<file path="config.mk">
export PLATFORM = sky130hd
export DESIGN_NAME = fan_ramp_ctrl
export DESIGN_NICKNAME = d
export VERILOG_FILES = /design/src/rtl/fan_ctrl_pkg.sv /design/src/rtl/fan_ramp_ctrl_if.sv /design/src/rtl/fan_ramp_ctrl_pwm_gen.sv /design/src/rtl/fan_ramp_ctrl.sv
export SDC_FILE = /design/constraint.sdc
export NUM_CORES = 1
export LEC_CHECK = 0
export ABC_AREA = 1
export CORE_ASPECT_RATIO = 1.1
export CORE_UTILIZATION = 25
export CTS_CLUSTER_DIAMETER = 30
export DETAILED_ROUTE_END_ITERATION = 16
export HOLD_SLACK_MARGIN = 0.12
export PLACE_DENSITY = 0.57
export SYNTH_ARGS = -nofsm -noshare
export SYNTH_HDL_FRONTEND = slang
export SYNTH_SLANG_ARGS = --single-unit
</file>
<file path="constraint.sdc">
create_clock -name clk_clk -period 3.75 [get_ports clk_clk]
set_input_delay 0.9375 -clock clk_clk [delete_from_list [all_inputs] [get_ports clk_clk]]
set_output_delay 0.9375 -clock clk_clk [all_outputs]
set_load 0.02 [all_outputs]
</file>
<file path="src/rtl/fan_ctrl_pkg.sv">
// Shared encodings for the fan ramp controller: state codes and the
// bit layout of the host control word and the status word.
package fan_ctrl_pkg;

  typedef enum logic [1:0] {
    ST_OFF  = 2'd0,
    ST_KICK = 2'd1,
    ST_RAMP = 2'd2,
    ST_HOLD = 2'd3
  } fan_state_e;

  localparam int unsigned CTL_DUTY_LSB  = 0;
  localparam int unsigned CTL_DUTY_W    = 8;
  localparam int unsigned CTL_EN_BIT    = 8;
  localparam int unsigned CTL_RATE_LSB  = 12;
  localparam int unsigned CTL_RATE_W    = 4;
  localparam int unsigned CTL_FORCE_BIT = 16;

  localparam int unsigned STS_CUR_LSB   = 0;
  localparam int unsigned STS_STATE_LSB = 8;
  localparam int unsigned STS_BUSY_BIT  = 10;

  function automatic logic [31:0] pack_status(fan_state_e s, logic [7:0] cur);
    logic [31:0] w;
    w = '0;
    w[STS_CUR_LSB +: 8]   = cur;
    w[STS_STATE_LSB +: 2] = s;
    w[STS_BUSY_BIT]       = (s == ST_KICK) || (s == ST_RAMP);
    return w;
  endfunction

endpackage

</file>
<file path="src/rtl/fan_ramp_ctrl_if.sv">
// Link between the PWM timebase/comparator and the controller FSM.
interface fan_ramp_ctrl_if;
  logic [7:0] duty;
  logic [7:0] tick_cnt;
  logic       period_end;
  logic       pwm_raw;

  modport master (input duty, output tick_cnt, output period_end, output pwm_raw);
  modport slave  (output duty, input tick_cnt, input period_end, input pwm_raw);
endinterface

</file>
<file path="src/rtl/fan_ramp_ctrl_pwm_gen.sv">
// PWM timebase: prescaler, 8-bit tick counter wrapping every 256 ticks,
// and the duty comparator.
module fan_pwm_gen #(
  parameter int unsigned PRESCALE = 8
) (
  input  logic             clk,
  input  logic             rst_n,
  fan_ramp_ctrl_if.master  pwm
);

  localparam int unsigned PW = (PRESCALE > 1) ? $clog2(PRESCALE) : 1;

  logic [PW-1:0] pre_cnt;
  logic [7:0]    tick_cnt;
  logic          tick;

  assign tick = (pre_cnt == PW'(PRESCALE - 1));

  always_ff @(posedge clk or negedge rst_n) begin
    if (!rst_n) begin
      pre_cnt  <= '0;
      tick_cnt <= '0;
    end else if (tick) begin
      pre_cnt  <= '0;
      tick_cnt <= tick_cnt + 8'd1;
    end else begin
      pre_cnt  <= pre_cnt + PW'(1);
    end
  end

  assign pwm.tick_cnt   = tick_cnt;
  assign pwm.period_end = tick && (tick_cnt == '1);
  assign pwm.pwm_raw    = (tick_cnt < pwm.duty);

endmodule

</file>
<file path="src/rtl/fan_ramp_ctrl.sv">
// Fan speed controller: kick-start from OFF, rate-limited ramp to the
// requested duty, all changes applied on PWM period boundaries.
module fan_ramp_ctrl
  import fan_ctrl_pkg::*;
#(
  parameter int unsigned PRESCALE     = 8,
  parameter int unsigned KICK_PERIODS = 16
) (
  input  logic        clk_clk,
  input  logic        reset_reset_n,
  input  logic [31:0] fan_control,
  output logic        fan_pwm,
  output logic [31:0] fan_status
);

  localparam int unsigned KW = (KICK_PERIODS > 1) ? $clog2(KICK_PERIODS) : 1;

  fan_state_e      state;
  logic [7:0]      cur;
  logic [KW-1:0]   kick_cnt;
  logic [3:0]      rate_cnt;

  logic [7:0]      tgt;
  logic [3:0]      rate;
  logic            force_full;
  logic [7:0]      cur_step;

  fan_ramp_ctrl_if pwm_bus ();

  fan_pwm_gen #(.PRESCALE(PRESCALE)) u_pwm_gen (
    .clk   (clk_clk),
    .rst_n (reset_reset_n),
    .pwm   (pwm_bus.master)
  );

  assign pwm_bus.duty = cur;

  assign tgt        = fan_control[CTL_EN_BIT] ? fan_control[CTL_DUTY_LSB +: CTL_DUTY_W] : '0;
  assign rate       = fan_control[CTL_RATE_LSB +: CTL_RATE_W];
  assign force_full = fan_control[CTL_FORCE_BIT];
  assign cur_step   = (tgt > cur) ? cur + 8'd1 : cur - 8'd1;

  always_ff @(posedge clk_clk or negedge reset_reset_n) begin
    if (!reset_reset_n) begin
      state      <= ST_OFF;
      cur        <= '0;
      kick_cnt   <= '0;
      rate_cnt   <= '0;
      fan_pwm    <= 1'b0;
      fan_status <= '0;
    end else begin
      fan_pwm    <= force_full | (state == ST_KICK) | pwm_bus.pwm_raw;
      fan_status <= pack_status(state, cur);
      if (pwm_bus.period_end) begin
        unique case (state)
          ST_OFF: begin
            cur <= '0;
            if (tgt != '0) begin
              state    <= ST_KICK;
              kick_cnt <= KW'(KICK_PERIODS - 1);
            end
          end
          ST_KICK: begin
            rate_cnt <= '0;
            // A target dropped during the kick lands in RAMP at zero so the
            // next evaluation settles to OFF through the normal path.
            if (tgt == '0) begin
              state <= ST_RAMP;
              cur   <= '0;
            end else if (kick_cnt == '0) begin
              state <= ST_RAMP;
              cur   <= '1;
            end else begin
              kick_cnt <= kick_cnt - KW'(1);
            end
          end
          ST_RAMP: begin
            if (cur == tgt) begin
              state <= (tgt != '0) ? ST_HOLD : ST_OFF;
            end else if (rate_cnt >= rate) begin
              cur      <= cur_step;
              rate_cnt <= '0;
              if (cur_step == tgt) state <= (tgt != '0) ? ST_HOLD : ST_OFF;
            end else begin
              rate_cnt <= rate_cnt + 4'd1;
            end
          end
          ST_HOLD: begin
            if (tgt != cur) begin
              state    <= ST_RAMP;
              rate_cnt <= '0;
            end
          end
          default: state <= ST_OFF;
        endcase
      end
    end
  end

endmodule
</file>
==> flow_summary_export.csv, run 1 <==
group,metric,value,unit
status,run_status,"finished, final reports clean",
synth,yosys_register_bits,41,
detailed_routing,drtIter0Drc,62,
synth,synth_cell_types,38,
power_and_ir_drop,clkPwrFrac,45.9,%
detailed_routing,vias,2416,
hold_path,hold_start,"cur[5]",
die,die_y,116,um
critical_path,arrival,3.68,ns
grt,grt_pass1_wl,10.4,mm
sta,relSlewSlack,36.9,%
power_and_ir_drop,p_int,759,uW
power_and_ir_drop,irDropWorstVdd,0.000142,V
flow_run,max_cap_violations,0,
sta,drv_slew,0,
die,die_area,0.0123,mm2
final_layout,drive_gt1_share,23.8,%
placed_design,portBuffers,27,
detailed_routing,wl,6.38,mm
grt,grt_remaining_overflow,0,
detailed_routing,viasPerCell,4.23,
detailed_routing,drc,0,
cts,clk_latency,0.28,ns
final_layout,ff_latch_area,0.00103,mm2
die,core,0.0115,mm2
grt,antenna_found_initial,0,
critical_path,path_max_fanout,4,
synth,synth.yosys.seq_area_share,34.6,%
sta,clock.fmax,285,MHz
sta,tightest_slew,0.946,ns
sta,setup_viol,0,
final_layout,nNetsFinal,491,
critical_path,crit_path_start_kind,"primary input",
sta,min_period_over_period,93.7,%
cts,cts_tree,"yes",
cts,clk_pin_slew,0.06,ns
synth,syn_inst,357,
detailed_routing,ant_nets,0,
final_layout,synthToLayoutAreaGrowth,33.1,%
power_and_ir_drop,p_total,983,uW
grt,grt_max_degree,42,
critical_path,critPathRequiredTime,3.92,ns
final_layout,multi_input_area,0.00185,mm2
die,row_count,41,
power_and_ir_drop,p_leak,1.98,nW
cts,cts_root_buf,"clkbuf_16",
detailed_routing,first_pass_iters,4,
die,die_w,106,um
placed_design,place.gp.congestion,0.822,
critical_path,end_kind,"flip-flop",
power_and_ir_drop,pwr-share-comb,9.1,%
detailed_routing,wl_per_cell,11.2,um
cts,cts_made_buffers,5,
placed_design,hpwlAfterDp,4.97,mm
grt,grt_pass1_vias,2308,
final_layout,diodes,0,
synth,synth_flop_cell,"dfrtp_1",
grt,grtUsageTotal,10.7,%
power_and_ir_drop,p_switching,224,uW
synth,syn_area,0.00296,mm2
critical_path,reg2reg_from,"cur[3]",
synth,synth_warnings,0,
power_and_ir_drop,p_per_area,249,mW/mm2
synth,syn_area_per_cell,8.30,um2
power_and_ir_drop,swShare,22.8,%
hold_path,min_path_type,"reg -> reg",
die,ios,67,
final_layout,final_cells,571,
cts,htreeDepth,2,
cts,clock_path_buffers,2,
synth,synthArstFlopShare,100,%
placed_design,place_worst_setup_slack,-0.622,ns
sta,fin_ws,0.236,ns
sta,skew,0.00584,ns
sta,min_period,3.51,ns
final_layout,fill_cells,1181,
sta,final-hold-violation-count,0,
synth,synth_edf_count,0,
critical_path,critical_path_class,"in -> reg",
die,start_util,25.8,%
cts,clkSinkCount,41,
power_and_ir_drop,seqPwrFrac,45.0,%
placed_design,placed_cells,556,
critical_path,startpoint,"fan_control[2]",
[Yosys cell counts, drive strengths merged, types with 2 or more instances]
| cell | n | area [um2] |
|---|---|---|
| nand2 | 76 | 298 |
| inv | 53 | 199 |
| dfrtp | 41 | 1030 |
| ha | 36 | 450 |
| nor2 | 23 | 120 |
| o21ai | 23 | 115 |
| buf | 22 | 169 |
| nand3 | 21 | 105 |
| a21oi | 16 | 80.1 |
| xor2 | 12 | 105 |
| nand4 | 10 | 68.8 |
| nor3 | 3 | 26.3 |
| nand3b | 2 | 15.0 |
| o211ai | 2 | 15.0 |
| o31ai | 2 | 15.0 |
| xnor2 | 2 | 17.5 |
[kinds of logic after synthesis]
kind of cell | after synthesis | share of synthesized area [%]
buf+inv | 76 | 12.5
simple gates | 138 | 22.7
fa+ha+maj | 37 | 15.9
mux | 1 | 0.380
xor+xnor | 15 | 4.90
flops | 41 | 34.6
other cells | 1 | 0.127
compound gates | 48 | 8.86
[per-stage QoR]
| stage | hold WS [ns] | TNS (ns) | util [%] | cell area (um2) |
|---|---|---|---|---|
| final | 0.417 | 0 | 34.3 | 3950 |
| after global placement | 0.396 | -1.78 | 30.5 | 3510 |
| after global routing | 0.436 | -0.00603 | 34.3 | 3950 |
| after detailed placement | 0.406 | -2.17 | 30.5 | 3510 |
| after floorplan | 0.380 | 0 | - | 3040 |
| after CTS | 0.421 | 0 | 32.6 | 3740 |
[flip-flops by register name, indices dropped and copies added (netlist names)]
| signal | flops |
|---|---|
| fan_status | 11 |
| cur | 8 |
| u_pwm_gen.pwm.tick_cnt | 8 |
| kick_cnt | 4 |
| rate_cnt | 4 |
| u_pwm_gen.pre_cnt | 3 |
| state | 2 |
| fan_pwm | 1 |
[path summary, 6_finish.rpt]
check	cells after the start	slack (ns)	to
worst min register to register	0	0.42	fan_status[5]
max in group asynchronous	1	2.35	u_pwm_gen.pwm.tick_cnt[5]
worst max register to register	25	0.63	state[1]
worst max-delay path	24	0.24	state[1]
worst min-delay path	0	0.42	fan_status[5]
min in group asynchronous	1	0.80	fan_status[1]
[per-layer routing]
metal | wire (um) | GRT usage, % | vias to the layer above
li1 | - | - | 1251
met5 | 0 | 0 | -
met4 | 135 | 4.35 | 0
met1 | 2940 | 12.8 | 1101
met3 | 190 | 2.06 | 10
met2 | 3120 | 19.0 | 54
[cells in the final DEF (no fill, tap or decap), types with 5 or more instances in the layout]
cell / netlist / layout
a21oi_1: 16 / 11
a21oi_2: 0 / 5
buf_4: 21 / 31
clkbuf_16: 0 / 5
clkdlybuf4s50_1: 0 / 18
conb_1: 1 / 21
dfrtp_1: 41 / 41
dlymetal6s2s_1: 0 / 7
ha_1: 36 / 25
ha_4: 0 / 9
inv_1: 51 / 41
inv_2: 2 / 12
nand2_1: 71 / 60
nand2_2: 5 / 14
nand3_1: 21 / 20
nand4_1: 9 / 9
nor2_1: 19 / 18
o21ai_0: 15 / 15
o21ai_1: 8 / 8
xor2_1: 12 / 10
[worst max-delay path, cell delays in order]
cell             delay (ns)
clkdlybuf4s50_1        0.49
nand2_2                0.08
nand2_1                0.08
nand4_1                0.10
nand2_1                0.09
nand2_1                0.07
nand2_2                0.09
nand2_4                0.08
buf_4                  0.14
ha_2                   0.31
nand3_2                0.09
nand2_4                0.12
xor2_4                 0.17
inv_2                  0.05
nand2_1                0.05
nand3_1                0.06
nor2_1                 0.11
nand2_1                0.07
nor2_1                 0.11
nand3_1                0.10
nand2_2                0.10
nand2_2                0.05
nand2_1                0.06
nand2_1                0.05
[repair_timing]
| item | 4_1_cts | 5_1_grt |
|---|---|---|
| hold buffers | 0 | 0 |
| buffers inserted | 2 | 5 |
| gates resized for setup | 18 | 40 |
| setup endpoints to repair | 4 | 3 |
| pin swaps | 8 | 13 |
[cell type report]
type                            count  share of cell area (%)
Multi-Input combinational cell    260                    46.9
Sequential cell                    41                    26.0
Timing Repair Buffer               59                    13.3
Inverter                           53                    5.04
Tap cell                          150                    4.76
Clock buffer                        7                    3.87
Clock inverter                      1                   0.127
[power by group through the flow]
| stage | registers (mW) | logic (mW) | clock network, mW |
|---|---|---|---|
| 2_1_floorplan | 0.451 | 0.0580 | 0 |
| 3_3_place_gp | 0.450 | 0.0821 | 0 |
| 3_5_place_dp | 0.450 | 0.0836 | 0 |
| 4_1_cts | 0.442 | 0.0848 | 0.473 |
| 5_1_grt | 0.442 | 0.0991 | 0.488 |
| 6_report | 0.442 | 0.0899 | 0.451 |
No activity file was read; power rests on OpenSTA's default activity.
==> run 2: changes to the inputs <==
CTS_CLUSTER_DIAMETER = 100   (was 30)
RECOVER_POWER = 25   (was default)
==> run 2 against run 1 <==
The flow now finishes with violations (max-capacitance violations, max-slew violations). Flip-flop and latch count unchanged. Clock-buffer cell count unchanged. Non-clock buffer count unchanged. Combinational power about the same. Core utilization decreased by 0.13 points. Register-to-register slack about the same. Clock skew about the same. Routed wire length decreased by 0.17%. Total power about the same. Largest cell class unchanged.
==> flow_summary_export.csv, run 2 (synthesis gave the netlist of run 1 again) <==
group,metric,value,unit
critical_path,end_kind,"flip-flop",
sta,hold_ws,0.417,ns
power_and_ir_drop,irDropWorstVdd,0.000142,V
cts,cts_tree,"yes",
die,die_y,116,um
detailed_routing,ant_nets,0,
sta,relSlewSlack,-51.4,%
power_and_ir_drop,clkPwrFrac,45.9,%
power_and_ir_drop,p_total,983,uW
critical_path,startpoint,"fan_control[2]",
cts,clk_latency,0.28,ns
power_and_ir_drop,p_leak,1.96,nW
critical_path,worst_r2r_path_depth,25,
detailed_routing,wl_per_cell,11.2,um
power_and_ir_drop,seqPwrFrac,45.0,%
power_and_ir_drop,p_per_area,250,mW/mm2
sta,drv_slew,42,
die,start_util,25.8,%
status,run_status,"finished, violations left",
final_layout,largestRegisters,"fan_status (11), cur (8), u_pwm_gen.pwm.tick_cnt (8)",
sta,setup_viol,0,
sta,final-hold-violation-count,0,
critical_path,critical_path_class,"in -> reg",
placed_design,place.gp.congestion,0.822,
cts,clkSinkCount,41,
critical_path,cp_top_family,"simple AND/OR/NAND/NOR gates",
critical_path,rr_endpoint,"state[1]",
critical_path,crit_path_start_kind,"primary input",
sta,skew,0.00592,ns
detailed_routing,viasPerCell,4.23,
sta,finalSetupTns,0,ns
grt,grt_remaining_overflow,0,
final_layout,largest_register_ffs,11,
grt,grt_pass1_wl,10.4,mm
cts,htreeDepth,2,
critical_path,crit_buf_inv,3,
final_layout,final_core_util,34.2,%
die,core,0.0115,mm2
final_layout,nNetsFinal,491,
critical_path,reg2reg_from,"cur[3]",
sta,clock.fmax,284,MHz
critical_path,path_depth,24,
die,die_w,106,um
power_and_ir_drop,swShare,22.8,%
critical_path,critical-path-slowest-cell,"clkdlybuf4s50_1",
critical_path,cp_common_cell,"nand2_1",
critical_path,worstPathCellList,"clkdlybuf4s50_1 > nand2_2 > nand2_1 > nand4_1 > nand2_1 > nand2_1 > nand2_2 > nand2_4 > buf_4 > ha_2 > nand3_2 > nand2_4 > xor2_4 > inv_2 > nand2_1 > nand3_1 > nor2_1 > nand2_1 > nor2_1 > nand3_1 > nand2_2 > nand2_2 > nand2_1 > nand2_1",
status,failed_checks,"max-capacitance violations, max-slew violations",
final_layout,synthToLayoutAreaGrowth,32.6,%
grt,antenna_found_initial,0,
cts,clk_pin_slew,0.06,ns
sta,tightest_slew,2.27,ns
grt,grt_pass1_vias,2308,
final_layout,diodes,0,
grt,grt_max_degree,42,
placed_design,placed_cells,556,
cts,clock_path_buffers,2,
critical_path,critPathMaxStageDelay,0.49,ns
cts,cts_root_buf,"clkbuf_16",
critical_path,arrival,3.69,ns
final_layout,top_register,"fan_status",
final_layout,mostFrequentLayoutCells,"60 x nand2_1, 41 x inv_1, 41 x dfrtp_1",
sta,min_period,3.52,ns
hold_path,min_path_type,"reg -> reg",
critical_path,critPathRequiredTime,3.92,ns
placed_design,hpwlAfterDp,4.97,mm
grt,grtUsageTotal,10.7,%
flow_run,max_cap_violations,1,
critical_path,path_max_fanout,4,
detailed_routing,wl,6.37,mm
detailed_routing,first_pass_iters,4,
detailed_routing,drc,0,
critical_path,r2r_slack,0.63,ns
final_layout,fill_cells,1183,
detailed_routing,vias,2415,
final_layout,drive_gt1_share,23.0,%
sta,min_period_over_period,93.8,%
power_and_ir_drop,p_switching,224,uW
final_layout,final_cells,571,
placed_design,portBuffers,27,
die,die_area,0.0123,mm2
die,row_count,41,
cts,cts_made_buffers,5,
power_and_ir_drop,p_int,759,uW
final_layout,final_common_cell,"nand2_1",
power_and_ir_drop,pwr-share-comb,9.1,%
critical_path,crit_end,"state[1]",
die,ios,67,
detailed_routing,drtIter0Drc,63,
cts,hold_buffers,0,
==> run 2: cell count changes in the layout (fill, tap and decap cells not counted), sizes merged <==
cell    delta
buf        -1
clkbuf     +1
==> run 2: metrics by stage <==
step / setup WS (ns) / instance area [um2]
floorplan: 0.231 / 3040
global placement: -0.539 / 3510
detailed placement: -0.622 / 3510
CTS: 0.00595 / 3740
global route: -0.00603 / 3930
finish: 0.233 / 3930
==> run 2: final cells by class <==
cell class | count | area (um2) | area share, %
tap | 150 | 188 | 4.77
clock buffer | 7 | 153 | 3.88
inverter | 53 | 199 | 5.06
sequential | 41 | 1030 | 26.1
multi-input combinational | 260 | 1840 | 46.8
clock inverter | 1 | 5.00 | 0.127
timing repair buffer | 59 | 523 | 13.3
==> run 2: worst min-delay path by stage <==
stage / startpoint / depth (start not counted) / end
after detailed placement: cur[1] / 0 / fan_status[1]
final: cur[5] / 0 / fan_status[5]
after floorplan: cur[1] / 0 / fan_status[1]
after global placement: cur[1] / 0 / fan_status[1]
after global routing: cur[5] / 0 / fan_status[5]
after CTS: cur[1] / 0 / fan_status[1]
==> run 2: power by group through the flow <==
| stage | logic (mW) | registers, mW | clock network [mW] |
|---|---|---|---|
| 3_3_place_gp | 0.0821 | 0.450 | 0 |
| 4_1_cts | 0.0848 | 0.442 | 0.473 |
| 2_1_floorplan | 0.0580 | 0.451 | 0 |
| 5_1_grt | 0.0989 | 0.442 | 0.488 |
| 6_report | 0.0896 | 0.442 | 0.451 |
| 3_5_place_dp | 0.0836 | 0.450 | 0 |
==> run 2: what timing repair did <==
action / in CTS / in global routing
setup endpoints to repair: 4 / 3
pin swaps: 8 / 13
setup buffers: 2 / 5
cloned: 0 / 0
resized for setup: 18 / 40
==> run 2: per-layer routing <==
metal,part of all wire [%],global-route usage (%)
met1,46,12.8
met2,49,19.0
met3,3.0,2.06
met4,2.1,4.35
met5,0,0
==> run 3: changes to the inputs <==
ABC_CLOCK_PERIOD_IN_PS = 3750   (was default)
CORE_MARGIN = 2   (was default)
GPL_ROUTABILITY_DRIVEN = 0   (was default)
==> run 3 against run 2 <==
The flow still finishes with violations (max-capacitance violations, max-slew violations). Sequential power hardly changed. First-iteration DRC count is 51% higher. Global-route usage down 0.48 points. Flip-flop and latch count did not move. Largest power group unchanged.
==> flow_summary_export.csv, run 3 (synthesis gave the netlist of run 1 again) <==
group,metric,value,unit
cts,cts_tree,"yes",
power_and_ir_drop,p_leak,1.96,nW
grt,grt_pass1_vias,2299,
detailed_routing,drtIter0Drc,95,
die,ios,67,
detailed_routing,drc,0,
die,core,0.0115,mm2
critical_path,end_kind,"flip-flop",
final_layout,final_common_cell,"nand2_1",
cts,clock_path_buffers,2,
power_and_ir_drop,clkPwrFrac,48.6,%
cts,clkSinkCount,41,
power_and_ir_drop,pwr-share-comb,8.6,%
sta,final-hold-violation-count,0,
sta,min_period_over_period,94.3,%
placed_design,portBuffers,27,
final_layout,multi_input_area,0.00180,mm2
detailed_routing,ant_nets,0,
sta,skew,0.00788,ns
sta,clock.fmax,283,MHz
sta,min_period,3.54,ns
hold_path,hold_depth,0,
sta,drv_slew,42,
die,die_area,0.0127,mm2
final_layout,nNetsFinal,487,
grt,antenna_found_initial,0,
critical_path,critical_path_class,"in -> reg",
final_layout,largest_register_ffs,11,
critical_path,worst_r2r_path_depth,24,
grt,grt_pass1_wl,10.5,mm
critical_path,arrival,3.71,ns
die,start_util,25.7,%
final_layout,largestRegisters,"fan_status (11), cur (8), u_pwm_gen.pwm.tick_cnt (8)",
cts,cts_root_buf,"clkbuf_16",
detailed_routing,wl_per_cell,11.3,um
critical_path,path_max_fanout,5,
final_layout,ff_latch_area,0.00103,mm2
sta,fin_ws,0.212,ns
sta,finalSetupTns,0,ns
power_and_ir_drop,p_per_area,267,mW/mm2
power_and_ir_drop,seqPwrFrac,42.8,%
final_layout,synthToLayoutAreaGrowth,30.7,%
final_layout,mostFrequentLayoutCells,"59 x nand2_1, 45 x inv_1, 41 x dfrtp_1",
cts,htreeDepth,2,
detailed_routing,first_pass_iters,4,
flow_run,max_cap_violations,1,
power_and_ir_drop,swShare,21.7,%
sta,tightest_slew,2.26,ns
final_layout,diodes,0,
status,failed_checks,"max-capacitance violations, max-slew violations",
die,die_w,108,um
cts,clk_latency,0.28,ns
die,die_y,118,um
sta,relSlewSlack,-51.0,%
critical_path,critPathRequiredTime,3.92,ns
hold_path,min_path_type,"reg -> reg",
final_layout,fill_cells,1187,
final_layout,final_cells,567,
grt,grt_max_degree,42,
cts,cts_made_buffers,5,
detailed_routing,wl,6.40,mm
placed_design,place_worst_setup_slack,-0.584,ns
power_and_ir_drop,p_switching,224,uW
final_layout,drive_gt1_share,20.4,%
placed_design,hpwlAfterDp,4.90,mm
die,row_count,41,
critical_path,crit_path_start_kind,"primary input",
power_and_ir_drop,irDropWorstVdd,0.000141,V
status,run_status,"finished, violations left",
detailed_routing,viasPerCell,4.27,
sta,setup_viol,0,
placed_design,placed_cells,554,
power_and_ir_drop,p_int,810,uW
grt,grtUsageTotal,10.2,%
cts,clk_pin_slew,0.06,ns
final_layout,top_register,"fan_status",
grt,grt_remaining_overflow,0,
detailed_routing,vias,2422,
[run 3: changes by cell type in the layout (fill, tap and decap cells not counted), sizes merged]
cell	before	now
buf	32	29
bufinv	0	1
clkbuf	9	8
clkinv	1	0
[run 3: final timing paths]
path / to / startpoint / slack (ns)
max: state[0] / fan_control[2] / 0.21
min: fan_status[1] / cur[1] / 0.41
max reg2reg: state[0] / cur[3] / 0.62
min reg2reg: fan_status[1] / cur[1] / 0.41
max in group asynchronous: u_pwm_gen.pwm.tick_cnt[5] / reset_reset_n / 1.13
min in group asynchronous: fan_status[1] / reset_reset_n / 1.33
[run 3: power by group through the flow]
| stage | Combinational, mW | Clock [mW] | Sequential (mW) |
|---|---|---|---|
| after floorplan | 0.0580 | 0 | 0.451 |
| final | 0.0892 | 0.502 | 0.442 |
| after CTS | 0.0826 | 0.520 | 0.442 |
| after global routing | 0.0987 | 0.539 | 0.442 |
| after detailed placement | 0.0830 | 0 | 0.450 |
| after global placement | 0.0814 | 0 | 0.450 |
[run 3: layout make-up]
class	instances	area share [%]
multi-input cells	260	46.4
flip-flops and latches	41	26.5
repair buffers	55	12.7
inverters	53	5.14
well taps	150	4.84
clock buffers	7	3.68
clock inverters	1	0.775
[run 3: what timing repair did]
item	4_1_cts	5_1_grt
pin swaps	4	21
gates resized for setup	11	37
hold buffers	0	0
endpoints found under the setup margin	4	4
setup buffers	1	4
[run 3: through the flow]
| step | total power, mW | util, % | area, um2 | hold slack (ns) |
|---|---|---|---|---|
| 4_1_cts | 1.04 | 32.3 | 3730 | 0.421 |
| 5_1_grt | 1.08 | 33.6 | 3870 | 0.438 |
| 2_1_floorplan | 0.509 | - | 3040 | 0.380 |
| 3_3_place_gp | 0.532 | 30.3 | 3490 | 0.395 |
| 3_5_place_dp | 0.533 | 30.3 | 3490 | 0.404 |
| 6_report | 1.03 | 33.6 | 3870 | 0.413 |
[run 3: routing by layer]
metal / share of wire (%) / track usage, % / up-vias
li1: - / - / 1241
met1: 45 / 12.5 / 1126
met2: 51 / 17.7 / 47
met3: 2.7 / 1.77 / 8
met4: 1.8 / 4.01 / 0
met5: 0 / 0 / -
[run 3: critical path: stages]
cell and delay, ns:
clkdlybuf4s50_1 0.49, nand2_2 0.09, inv_2 0.07, nand3_1 0.08, nand2_1 0.07, inv_1 0.04, nand2_1 0.05, nand2_1 0.06
nand2_2 0.10, nand2_4 0.09, ha_4 0.26, a21oi_2 0.15, nand2_2 0.12, xor2_2 0.23, inv_1 0.09, nand2_1 0.09
nand3_2 0.06, nor2_1 0.11, nand2_1 0.06, nor2_1 0.10, nand3_1 0.09, nand2_2 0.10, nand2_2 0.05, nand2_1 0.06
nand2_1 0.05
